[src/rtl/if_stage_pkg.sv]
// Shared widths, bus layouts and exception codes for the instruction-fetch stage.
// Bus field order matches the pre-IF and decode stages.
package if_stage_pkg;

   localparam int PFS_TO_FS_BUS_WD = 65;
   localparam int FS_TO_DS_BUS_WD  = 70;

   localparam logic [4:0] EXCODE_ADEL = 5'h04;

   typedef struct packed {
      logic        inst_ok;
      logic [31:0] inst;
      logic [31:0] pc;
   } pfs_to_fs_t;

   typedef struct packed {
      logic        ex;
      logic [4:0]  excode;
      logic [31:0] inst;
      logic [31:0] pc;
   } fs_to_ds_t;

   function automatic logic addr_misaligned(input logic [31:0] addr);
      return addr[1:0] != 2'b00;
   endfunction

endpackage

[src/rtl/if_stage_if.sv]
// FS->DS handshake: fetch drives valid and bus, decode returns allowin.
interface if_stage_if;
   import if_stage_pkg::*;

   logic                       fs_to_ds_valid;
   logic [FS_TO_DS_BUS_WD-1:0] fs_to_ds_bus;
   logic                       ds_allowin;

   modport master (
      output fs_to_ds_valid,
      output fs_to_ds_bus,
      input  ds_allowin
   );

   modport slave (
      input  fs_to_ds_valid,
      input  fs_to_ds_bus,
      output ds_allowin
   );

endinterface

[src/rtl/if_stage.sv]
// Instruction-fetch stage: collects the SRAM word for the PC from pre-IF, buffers
// it across decode stalls, tags misaligned fetches and drops responses of flushed requests.
module if_stage
   import if_stage_pkg::*;
(
   input  logic                        clk,
   input  logic                        resetn,
   input  logic                        pfs_to_fs_valid,
   input  logic [PFS_TO_FS_BUS_WD-1:0] pfs_to_fs_bus,
   input  logic                        pfs_data_waiting,
   output logic                        fs_allowin,
   output logic                        fs_valid,
   output logic                        fs_inst_buff_full,
   input  logic                        inst_sram_data_ok,
   input  logic [31:0]                 inst_sram_data,
   input  logic                        ws_eret,
   input  logic                        ws_ex,
   if_stage_if.master                  ds
);

   pfs_to_fs_t  pfs_bus;
   fs_to_ds_t   out_bus;

   logic [31:0] fs_pc;
   logic [31:0] inst_buf;
   logic        inst_got;
   logic [1:0]  discard_cnt;
   logic [1:0]  discard_nxt;
   logic [1:0]  discard_base;

   logic        flush;
   logic        data_hit;
   logic        fs_ready_go;
   logic        load;
   logic        capture;
   logic        ex;
   logic [31:0] inst_out;

   assign pfs_bus = pfs_to_fs_bus;
   assign flush   = ws_eret | ws_ex;

   // A response only belongs to this slot when no stale responses are still owed.
   assign data_hit          = inst_sram_data_ok & (discard_cnt == 2'd0) & fs_valid & ~inst_got;
   assign fs_ready_go       = inst_got | data_hit;
   assign fs_allowin        = ~fs_valid | (fs_ready_go & ds.ds_allowin);
   assign fs_inst_buff_full = fs_valid & inst_got;

   assign load    = fs_allowin & pfs_to_fs_valid & ~flush;
   assign capture = data_hit & ~ds.ds_allowin;

   assign inst_out = inst_got ? inst_buf : inst_sram_data;
   assign ex       = addr_misaligned(fs_pc);

   always_comb begin
      out_bus        = '0;
      out_bus.ex     = ex;
      out_bus.excode = ex ? EXCODE_ADEL : 5'd0;
      out_bus.inst   = (ex | ~fs_valid) ? 32'd0 : inst_out;
      out_bus.pc     = fs_pc;
   end

   assign ds.fs_to_ds_valid = fs_valid & fs_ready_go & ~flush;
   assign ds.fs_to_ds_bus   = out_bus;

   // Count the responses still in flight for requests killed by this flush.
   always_comb begin
      discard_base = {1'b0, fs_valid & ~inst_got & ~inst_sram_data_ok}
                   + {1'b0, pfs_data_waiting};
      discard_nxt  = discard_cnt;
      if (flush) begin
         if (inst_sram_data_ok && (discard_cnt != 2'd0) && (discard_base != 2'd0))
            discard_nxt = discard_base - 2'd1;
         else
            discard_nxt = discard_base;
      end else if ((discard_cnt != 2'd0) && inst_sram_data_ok) begin
         discard_nxt = discard_cnt - 2'd1;
      end
   end

   always_ff @(posedge clk or negedge resetn) begin
      if (!resetn) begin
         fs_valid    <= 1'b0;
         fs_pc       <= 32'd0;
         inst_got    <= 1'b0;
         inst_buf    <= 32'd0;
         discard_cnt <= 2'd0;
      end else begin
         discard_cnt <= discard_nxt;

         if (flush)
            fs_valid <= 1'b0;
         else if (fs_allowin)
            fs_valid <= pfs_to_fs_valid;

         if (flush) begin
            inst_got <= 1'b0;
            inst_buf <= 32'd0;
         end else if (load) begin
            fs_pc    <= pfs_bus.pc;
            inst_got <= pfs_bus.inst_ok;
            inst_buf <= pfs_bus.inst;
         end else if (capture) begin
            inst_buf <= inst_sram_data;
            inst_got <= 1'b1;
         end
      end
   end

endmodule

[src/flat_wrapper.sv]
// flat-port wrapper written by rule: the top's interface ports become plain ports
module if_stage_flat import if_stage_pkg::*;
  (clk, resetn, pfs_to_fs_valid, pfs_to_fs_bus, pfs_data_waiting, fs_allowin, fs_valid, fs_inst_buff_full, inst_sram_data_ok, inst_sram_data, ws_eret, ws_ex, ds_fs_to_ds_valid, ds_fs_to_ds_bus, ds_ds_allowin);
  if_stage_if ds_i ();
  input  logic clk;
  input  logic resetn;
  input  logic pfs_to_fs_valid;
  input  logic [PFS_TO_FS_BUS_WD-1:0] pfs_to_fs_bus;
  input  logic pfs_data_waiting;
  output logic fs_allowin;
  output logic fs_valid;
  output logic fs_inst_buff_full;
  input  logic inst_sram_data_ok;
  input  logic [31:0] inst_sram_data;
  input  logic ws_eret;
  input  logic ws_ex;
  output wire logic [$bits(ds_i.fs_to_ds_valid)-1:0] ds_fs_to_ds_valid;
  output wire logic [$bits(ds_i.fs_to_ds_bus)-1:0] ds_fs_to_ds_bus;
  input wire logic [$bits(ds_i.ds_allowin)-1:0] ds_ds_allowin;
  assign ds_fs_to_ds_valid = ds_i.fs_to_ds_valid;
  assign ds_fs_to_ds_bus = ds_i.fs_to_ds_bus;
  assign ds_i.ds_allowin = ds_ds_allowin;
  if_stage u_core (.clk(clk), .resetn(resetn), .pfs_to_fs_valid(pfs_to_fs_valid), .pfs_to_fs_bus(pfs_to_fs_bus), .pfs_data_waiting(pfs_data_waiting), .fs_allowin(fs_allowin), .fs_valid(fs_valid), .fs_inst_buff_full(fs_inst_buff_full), .inst_sram_data_ok(inst_sram_data_ok), .inst_sram_data(inst_sram_data), .ws_eret(ws_eret), .ws_ex(ws_ex), .ds(ds_i));
endmodule
[config.mk]
export PLATFORM = sky130hd
export DESIGN_NAME = if_stage_flat
export DESIGN_NICKNAME = d
export VERILOG_FILES = /design/src/rtl/if_stage_pkg.sv /design/src/rtl/if_stage_if.sv /design/src/rtl/if_stage.sv /design/src/flat_wrapper.sv
export SDC_FILE = /design/constraint.sdc
export NUM_CORES = 1
export LEC_CHECK = 0
export BUFFER_PORTS_ARGS = -buffer_cell sky130_fd_sc_hd__buf_2
export CAP_MARGIN = 20
export CORE_UTILIZATION = 40
export DETAILED_ROUTE_END_ITERATION = 16
export PLACE_DENSITY = 0.73
export SLEW_MARGIN = 10
export SYNTH_ARGS = -nofsm -noshare
export SYNTH_HDL_FRONTEND = slang
export SYNTH_SLANG_ARGS = --single-unit
[constraint.sdc]
create_clock -name clk -period 1.62 [get_ports clk]
set_input_delay 0.324 -clock clk [delete_from_list [all_inputs] [get_ports clk]]
set_output_delay 0.324 -clock clk [all_outputs]
set_load 0.03 [all_outputs]
Word-level counts from Yosys, hierarchy flattened:

Cells that the tools add are included.

* flip-flop bits (word level): 68
* latch bits: 0
* bits in writable memories: 0
* bits in read-only memories: 0
* input bits: 105
* output and inout port bits: 74
* logic and storage cells: 53
* memories: 0

* add/subtract/negate cells: 3
* $mul: 0
* div/mod/pow operators: 0
* $lt $le $gt $ge: 0
* eq/ne operators: 0
* shifts and indexed selects: 0
* muxes and demuxes: 14
* bitwise logic cells: 21
* reduce and logical (&&, ||, !) cells: 10

Operators by type and width (number)
* $mux W32: 5
* $and A1 B1 Y1: 12
* $reduce_bool A2 Y1: 5
* $mux W2: 3
* $mux W1: 5
* $not A1 Y1: 5
* $or A1 B1 Y1: 4
* $sub A2 B1 Y2 const B: 2
* $mux W3: 1
* $reduce_bool A3 Y1: 1
* $add A1 B1 Y2: 1
* $logic_and A1 B1 Y1: 2
* $logic_not A2 Y1: 1
* $reduce_and A2 Y1: 1

Depth between registers and ports, before layout:

* depth in word-level cells: 11
* depth in mapped cells: 8
* gate-level depth less buffers: 6

Worst setup path after synthesis:

Ideal clock, no wire load.

* kind: register -> output
* start: register u_core.fs_pc[1]
* end: output port ds_fs_to_ds_bus[33]
* arrival time: 1856 ps
* data required time: 1296 ps
* setup slack: -560 ps
* cell stages (with the launch flop): 6
* buffers on the path: 2
* path through: dfrtp_1 -> or2_2 -> or2_2 -> clkbuf_1 -> clkbuf_1 -> nor2_1

* longest elaborated chain between the ends: 3

Ends and longest elaborated chain
* from (decl): line if_stage.sv:24 `logic [31:0] fs_pc;`
* from (signal assigned): line if_stage.sv:99 `fs_pc <= pfs_bus.pc;`
* $reduce_bool A2 Y1: line if_stage_pkg.sv:24 `return addr[1:0] != 2'b00;`
* named net u_core.ex: line if_stage.sv:36 `logic ex;`
* $or A1 B1 Y1: line if_stage.sv:58 `out_bus.inst = (ex | ~fs_valid) ? 32'd0 : inst_out;`
* $mux W32: line if_stage.sv:58
* to (decl): line flat_wrapper.sv:18 `output wire logic [$bits(ds_i.fs_to_ds_bus)-1:0] ds_fs_to_ds_bus;`

The timed path passes the listed nets, and every way through them passes these cells.

Worst setup path in the final report:

* start: register u_core.fs_pc[0]
* end: output port ds_fs_to_ds_bus[63]

* longest elaborated chain between the ends: 3

Ends and longest elaborated chain (line)
* $reduce_bool A2 Y1: if_stage_pkg.sv:24
* $or A1 B1 Y1: if_stage.sv:58
* $mux W32: if_stage.sv:58

Every way passes these cells.

==> qor.csv <==
stage;metric;value;unit
outcome;status;complete, but fails checks;
outcome;violations;negative setup slack;
timing;finalMaxSlewViolations;0;
pwr;ir_worst_vdd;0.885;mV
drt;post-route-drc-count;0;
worst_setup_path;cp_max_fo;16;
logic_synthesis;synth.distinct_cells;32;
logic_synthesis;yosysWarnings;0;
drt;wl_per_cell;17.8;um
drt;num_vias;3700;
finish;layout_common_cells;buf_2, dfrtp_1, buf_6, nand2_1;
finish;final_cells;688;
timing;final.min_clock_period;2040;ps
floorplan;dieArea;9890;um2
drt;drt_iter0_drc;78;
pwr;power.density;891;nW/um2
worst_setup_path;start_kind;flip-flop;
floorplan;io_pins;179;
timing;rsz0062_at_grt;yes;
timing;final_hold_viol_count;0;
grt;antenna_found_initial;0;
finish;drive_gt1_share;67.4;%
worst_setup_path;path_class;reg2out;
floorplan;start_util;41.3;%
logic_synthesis;ys_seq_area_share;44.8;%
drt;firstDrtPassIters;4;
placed_design;dp.cells;647;
timing;relSlewSlack;61.4;%
worst_setup_path;worstPathRequired;1300;ps
drt;wl;12200;um
worst_setup_path;crit_arrival;1720;ps
drt;viasPerCell;5.38;
logic_synthesis;syn_area;3800;um2
clock_network;cts_tree;done;
finish;design_area;6440;um2
hold_path;holdPathStages;2;
placed_design;place_area;5140;um2
logic_synthesis;avgSynthCellArea;10.3;um2
logic_synthesis;synth_seq_cells;68;
finish;layout_commonest_cell;buf_2;
finish;layout.nets;680;
logic_synthesis;syn_inst;370;
timing;fmax;0.490;GHz
pwr;total_power;5740;uW
grt;grt-ovfl-total;0;
floorplan;die_w;99.4;um
finish;fill_cells;692;
timing;worstMarginPinSlew;580;ps
placed_design;dp_hpwl;7680;um
worst_setup_path;cp-end-kind;output pin;
clock_network;insertion_delay;340;ps
placed_design;gp_congestion;0.813;
grt;grt_pass1_wl;18400;um
finish;syn_to_final_growth;69.6;%
timing;fin_crit_sh;126;%
finish;n_antenna_cell;0;
timing;finalWorstSetupSlack;-420;ps
floorplan;core-area;9200;um2
clock_network;cts-root-buf;clkbuf_8;
clock_network;cts_buffers;9;
clock_network;cts_buffer_depth;2;
drt;postRouteAntennaNets;0;
timing;fin_tns_setup;-28800;ps
grt;grt_max_degree;59;
floorplan;core.rowCount;35;
clock_network;path_clk_slew;90;ps
timing;fin_skew;10.9;ps
worst_setup_path;rr_worst_depth;10;
grt;grt_pass1_vias;3732;
timing;final-setup-viol-count;101;
placed_design;port_buffers;174;
flow_run;drv_cap;0;
pwr;p_leak;0.00294;uW
hold_path;hold_path.class;in2reg;
clock_network;htree_levels;3;
grt;grt_usage;23.9;%
floorplan;die_y;99.4;um
clock_network;numClockSinks;68;
==> area by class of cell <==
type | count | area, um2 | area share [%]
clock buffer | 10 | 128 | 1.98
clock inverter | 6 | 71.3 | 1.11
inverter | 6 | 22.5 | 0.350
tap | 111 | 139 | 2.16
timing repair buffer | 225 | 1850 | 28.7
multi-input combinational | 262 | 2520 | 39.2
sequential | 68 | 1710 | 26.5
==> layer usage <==
layer	routed length, um	GRT usage, %	up-vias	share of wire, %
met4	244	8.37	0	2.0
li1	-	-	1695	-
met1	4820	28.1	1815	39
met5	0	0	-	0
met3	704	4.85	25	5.8
met2	6470	43.2	165	53
==> power by group <==
group	switching, uW	total (uW)	internal [uW]
registers	148	2080	1930
clock network	683	1410	725
logic	1250	2250	1010
total	2080	5740	3660
==> state kept, by name (all words and copies together) (netlist names) <==
register and cells:
u_core.inst_buf 32, u_core.discard_cnt 2, u_core.inst_got 1, u_core.fs_valid 1, u_core.fs_pc 32
==> worst paths after layout <==
path / from / to / slack, ps
max: u_core.fs_pc[0]$_DFFE_PN0P_ / ds_fs_to_ds_bus[63] / -420
min: pfs_to_fs_bus[23] / u_core.fs_pc[23]$_DFFE_PN0P_ / 210
max reg2reg: u_core.discard_cnt[0]$_DFFE_PN0P_ / u_core.inst_buf[31]$_DFFE_PN0P_ / -370
min reg2reg: u_core.fs_pc[7]$_DFFE_PN0P_ / u_core.fs_pc[7]$_DFFE_PN0P_ / 510
max in group asynchronous: resetn / u_core.inst_buf[17]$_DFFE_PN0P_ / 640
min in group asynchronous: resetn / u_core.fs_pc[5]$_DFFE_PN0P_ / 380
==> worst max-delay path, stage by stage, from the launching register on <==
cell,delay [ps]
dfrtp_2,400
or2_4,250
or2_4,260
buf_12,190
nor2_2,130
buf_6,140
==> what timing repair did <==
item | in CTS | in global routing
endpoints found under the setup margin | 103 | 104
hold buffers | 1 | 0
buffers inserted | 11 | 7
pin swaps | 12 | 45
resized for setup | 122 | 75
cloned | 7 | 1
hold endpoints to repair | 10 | 0
==> cells in the mapped netlist <==
master    number  share of area [%]
a21o_4         1               0.40
a21oi_1       34                4.5
a21oi_2        1               0.23
a311oi_1      32                7.4
and2_1         2               0.33
buf_1          1              0.099
buf_2          9                1.2
buf_4          6                1.2
buf_6          7                2.1
clkbuf_1      14                1.4
conb_1         1              0.099
dfrtp_1       68                 45
ha_1           3               0.99
inv_1          6               0.59
mux2_2         2               0.59
mux2_4        30                 12
mux2i_1       32                8.4
nand2_1       69                6.8
nand2b_1       2               0.33
nor2_1        35                3.5
nor2_4         1               0.30
nor2b_1        1               0.16
nor3_1         1               0.13
o211a_1        1               0.26
o211ai_4       1               0.56
o21ai_0        1               0.13
o21ai_1        1               0.13
o221a_2        1               0.30
o22ai_1        1               0.16
or2_2          3               0.49
or3_1          1               0.16
xnor2_1        2               0.46
==> per-stage QoR <==
| step | hold slack [ps] | worst slack, ps | utilization, % |
|---|---|---|---|
| 6_report | 207 | -420 | 70.0 |
| 5_1_grt | 198 | -474 | 70.0 |
| 4_1_cts | 195 | -434 | 66.0 |
| 3_5_place_dp | 212 | -198 | 55.9 |
| 3_3_place_gp | 207 | -105 | 55.9 |
| 2_1_floorplan | 28.4 | -183 | - |
==> logic make-up after synthesis <==
group,share of synthesized area [%]
buffers and inverters,6.52
adder cells (fa/ha/maj),0.989
XOR/XNOR,0.461
AND/OR/NAND/NOR,12.2
AO/OA/AOI/OAI,14.0
multiplexers,20.9
other,0.0988
flip-flops,44.8
Power figures use the tool's default switching activity.
